==> src/rtl/bsg_nary_logic_pipe.sv <==
// Bit-wise n-ary NOR/OR/NAND/XOR reduction of els_p operands, followed by a
// stages_p-deep bubble-collapsing valid/ready pipeline with a valid/yumi output.
module bsg_nary_logic_pipe #(
   parameter int width_p  = 4,
   parameter int els_p    = 3,
   parameter int stages_p = 2
) (
   input  logic                              clk_i,
   input  logic                              reset_i,
   input  logic                              v_i,
   output logic                              ready_o,
   input  logic [els_p*width_p-1:0]          data_i,
   input  logic [1:0]                        mode_i,
   output logic                              v_o,
   output logic [width_p-1:0]                data_o,
   input  logic                              yumi_i,
   output logic [$clog2(stages_p+1)-1:0]     count_o
);

   localparam int CW = $clog2(stages_p+1);

   typedef enum logic [1:0] {
      MODE_NOR  = 2'd0,
      MODE_OR   = 2'd1,
      MODE_NAND = 2'd2,
      MODE_XOR  = 2'd3
   } mode_e;

   mode_e                w_mode;
   logic [width_p-1:0]   w_or, w_and, w_xor, w_red;
   logic [stages_p-1:0]  w_load;
   logic                 w_enq, w_deq;

   logic [stages_p-1:0]  r_v;
   logic [width_p-1:0]   r_d [stages_p];
   logic [CW-1:0]        r_cnt;

   assign w_mode = mode_e'(mode_i);

   always_comb begin
      w_or  = '0;
      w_and = '1;
      w_xor = '0;
      for (int unsigned k = 0; k < els_p; k++) begin
         w_or  = w_or  | data_i[k*width_p +: width_p];
         w_and = w_and & data_i[k*width_p +: width_p];
         w_xor = w_xor ^ data_i[k*width_p +: width_p];
      end
      w_red = '0;
      case (w_mode)
         MODE_NOR:  w_red = ~w_or;
         MODE_OR:   w_red = w_or;
         MODE_NAND: w_red = ~w_and;
         default:   w_red = w_xor;
      endcase
   end

   // Stage s may load when any stage at or after s is empty, or the output is taken;
   // this is the unrolled form of the per-stage chain and avoids a combinational loop.
   always_comb begin
      logic w_l;
      w_load = '0;
      for (int unsigned s = 0; s < stages_p; s++) begin
         w_l = yumi_i;
         for (int unsigned t = s; t < stages_p; t++) begin
            w_l = w_l | ~r_v[t];
         end
         w_load[s] = w_l;
      end
   end

   assign ready_o = w_load[0];
   assign w_enq   = v_i & w_load[0];
   assign w_deq   = yumi_i & r_v[stages_p-1];

   always_ff @(posedge clk_i or posedge reset_i) begin
      if (reset_i) begin
         r_v   <= '0;
         r_cnt <= '0;
         for (int unsigned s = 0; s < stages_p; s++) begin
            r_d[s] <= '0;
         end
      end else begin
         if (w_load[0]) begin
            r_v[0] <= v_i;
            r_d[0] <= w_red;
         end
         for (int unsigned s = 1; s < stages_p; s++) begin
            if (w_load[s]) begin
               r_v[s] <= r_v[s-1];
               r_d[s] <= r_d[s-1];
            end
         end
         r_cnt <= r_cnt + CW'(w_enq) - CW'(w_deq);
      end
   end

   assign v_o     = r_v[stages_p-1];
   assign data_o  = r_d[stages_p-1];
   assign count_o = r_cnt;

   a_no_yumi_when_empty : assert property (
      @(posedge clk_i) disable iff (reset_i) !(yumi_i && !r_v[stages_p-1])
   ) else $warning("yumi_i asserted while v_o=0");

endmodule

==> config.mk <==
export PLATFORM = sky130hd
export DESIGN_NAME = bsg_nary_logic_pipe
export DESIGN_NICKNAME = d
export VERILOG_FILES = /design/src/rtl/bsg_nary_logic_pipe.sv
export SDC_FILE = /design/constraint.sdc
export NUM_CORES = 1
export LEC_CHECK = 0
export CORE_UTILIZATION = 25
export DETAILED_ROUTE_END_ITERATION = 6
export DONT_BUFFER_PORTS = 1
export PLACE_DENSITY_LB_ADDON = 0.2
export SYNTH_ARGS = -nofsm -noshare
export SYNTH_HDL_FRONTEND = slang
export SYNTH_SLANG_ARGS = --single-unit
==> constraint.sdc <==
create_clock -name clk_i -period 2.4 [get_ports clk_i]
set_input_delay 0.24 -clock clk_i [delete_from_list [all_inputs] [get_ports clk_i]]
set_output_delay 0.24 -clock clk_i [all_outputs]
set_load 0.02 [all_outputs]
==> results.txt <==
Final Max Tran Viols -> 0
Synth top cells by count -> dfrtp_1, inv_1, ha_1
GRT Total Usage -> 0.0817
R2R Setup Slk -> 0.56 ns
Simple-gate share of the synthesized area -> 0.135
FP Rows -> 20
Post-synth EDFFs -> 0
Sink Count -> 12
Starting Density -> 0.266
Hold depth -> 1
Slew HR -> 0.694
# fillers -> 350
DIE AREA -> 3530 um2
Compound-gate portion of the synthesized area -> 0.111
Detailed-route DRC error count -> 0
Post-route ant nets -> 0
CP endpoint kind -> register
Adder-cell share of the synthesized area -> 0.152
WHS Endpoint -> r_v[0]$_DFFE_PP0P_
Nets@finish -> 116
Main synth FF type -> dfrtp_1
FF-to-FF End -> count_o[1]$_DFF_PP0_
Mux contribution to synthesized area -> 0.0531
Crit path buf inv count -> 1
CP Cell Sequence -> nor2b_1, nand2_2, nand2_1, ha_1, inv_1, ha_1, xnor2_1, xnor2_1
First-pass GRT wire length -> 2160 um
Sequential area share after synthesis -> 0.364
Final setup TNS -> 0 ns
Hold Path Class -> primary input to register
WL/cell -> 10.0 um
Max FO, Critical Path -> 11
Status -> complete, no violations
Core Box Area -> 3100 um2
Synth top area share -> 0.364
IO buf count -> 0
Worst Reg-to-Reg Cells -> 8
Post-Route WL -> 1300 um
Number of antenna violations at the first check in global routing -> 0
Layout Skew -> 0.000594 ns
Worst setup SP type -> register
Period Utilization, post-route -> 0.768
Setup CP Type -> register to register
Ranking of synthesized cells by area -> dfrtp_1, ha_1, inv_1, mux2_2, buf_4
CP top delay family -> simple AND/OR/NAND/NOR gates
CTS Buffer Depth -> 2
Root Buffer -> clkbuf_4
Leakage power total -> 0.419 nW
Gr ovfl total -> 0
H-tree Lvls -> 1
Area Overhead vs Synth -> 5.31%
Max cap viols -> 0
Fmax -> 0.543 GHz
Max incr delay on CP -> 0.46 ns
Post-CTS Resized -> 0
Detailed placer's ending HPWL -> 1080 um
Antenna Cells -> 0
Flops & latches, synth -> 12
Worst-path clk slew -> 0.07 ns
Chip width -> 59.4 um
Vias in the first global route -> 508
# IOs -> 26
Clock latency on the worst-skew pair -> 0.26 ns
Max VDD drop -> 0.134 mV
First-pass detailed-route iteration total -> 2
Final setup vio count -> 0
Setup WS pre-CTS -> 0.541 ns
Largest net degree at the start of global routing -> 13
Hold Vio Cnt, Final -> 0
Net count of the mapped netlist -> 116
Worst Path Arrival -> 2.00 ns
Min setup slack post-route -> 0.557 ns
Worst Hold Launch -> v_i
Reg2Reg Launch Point -> r_v[1]$_DFFE_PP0P_
Power density over cell area -> 638 nW/um2
Unique masters post-synth -> 26
Async SR Flop Fraction -> 1.00
Mapped Cells -> 88
Req. time, crit path -> 2.55 ns
RSZ-0062 raised after global routing -> false
Largest family of logic cells by synthesized area -> adder cells
Mean post-synth cell area -> 9.37 um2
CTS tree -> built
Post-layout min period -> 1.84 ns
Die span in y -> 59.4 um
Worst slew pin tran -> 0.459 ns
GP Congestion -> 0.654
Area leader, netlist -> dfrtp_1
CTS Buf Count -> 3
Via count -> 542
Ratio of cells with drive above 1 in the final layout -> 0.128
Starting DRT DRC Count -> 13
Synth warnings -> 0
Post-CTS setup buffers -> 0
Netlist Area Pre-Place -> 825 um2
Slowest-stage cell, CP -> dfrtp_1
Vias per cell -> 4.17
Post-Synth XOR/XNOR Area -> 0.0637
## worst max-delay path by stage
stage / start / endpoint / slack [ns] / depth (start not counted)
after floorplan: r_v[1]$_DFFE_PP0P_ / count_o[1]$_DFF_PP0_ / 0.55 / 10
after global placement: r_v[1]$_DFFE_PP0P_ / count_o[1]$_DFF_PP0_ / 0.57 / 8
after detailed placement: r_v[1]$_DFFE_PP0P_ / count_o[1]$_DFF_PP0_ / 0.54 / 8
after CTS: r_v[1]$_DFFE_PP0P_ / count_o[1]$_DFF_PP0_ / 0.52 / 8
after global routing: r_v[1]$_DFFE_PP0P_ / count_o[1]$_DFF_PP0_ / 0.40 / 8
final: r_v[1]$_DFFE_PP0P_ / count_o[1]$_DFF_PP0_ / 0.56 / 8
## placed cells by master, fill, tap and decap left out, types with 4 or more instances in the layout
cell     instances
nand2_1          4
o21ai_0          4
nor2_1           6
a21oi_1          4
dfrtp_1         12
inv_1           12
ha_1            10
## metal layers
metal | vias to the layer above | track usage | wire [um] | share of wire
met2 | 22 | 0.125 | 549 | 0.42
met4 | 0 | 0.0408 | 10 | 0.0077
met5 | - | 0 | 0 | 0
li1 | 276 | - | - | -
met3 | 2 | 0.0328 | 128 | 0.098
met1 | 242 | 0.0984 | 612 | 0.47
## state kept, by name, summed over array words and instances (netlist names)
name and count:
data_o 4, r_v 2, r_d 4, count_o 2
## cell families after synthesis
| kind of cell | after synthesis |
|---|---|
| xor gates and xnor gates | 6 |
| muxes | 4 |
| AOI/OAI and AO/OA | 15 |
| adders and majority gates | 10 |
| buffers and inverters | 20 |
| DFF | 12 |
| and+or+nand+nor | 21 |
## report_power, final
part / internal [W] / total [W] / switching [W]
logic: 0.0000654 / 0.000120 / 0.0000544
registers: 0.000247 / 0.000316 / 0.0000689
clock network: 0.0000579 / 0.000119 / 0.0000609
## worst register-to-register path: cells and delay by family (launching register included)
| kind | cells | cell delay [ns] |
|---|---|---|
| adder cells (fa/ha/maj) | 2 | 0.45 |
| buffers and inverters | 1 | 0.04 |
| AND/OR/NAND/NOR | 3 | 0.53 |
| flip-flops | 1 | 0.46 |
| XOR/XNOR | 2 | 0.26 |
## metrics by stage
step / utilization / power, W / hold WS [ns] / cells / instance area, um2
finish: 0.280 / 0.000554 / 0.0954 / 130 / 868
global route: 0.280 / 0.000599 / 0.0850 / 130 / 868
CTS: 0.280 / 0.000570 / 0.0800 / 130 / 868
detailed placement: 0.269 / 0.000443 / 0.178 / 126 / 836
global placement: 0.269 / 0.000438 / 0.167 / 126 / 836
floorplan: - / 0.000443 / 0.105 / 88 / 825
## layout make-up
class	instances	area, um2	share of cell area
clock buffers	3	22.5	0.0259
inverters	13	48.8	0.0562
multi-input cells	56	424	0.488
flip-flops and latches	12	300	0.346
well taps	44	55.1	0.0634
repair buffers	2	17.5	0.0202
## timing repair
action,4_1_cts,5_1_grt
endpoints found under the setup margin,0,0
hold buffers,1,0
endpoints found under the hold margin,12,0
Note: power is estimated with default switching activity, not from simulation.
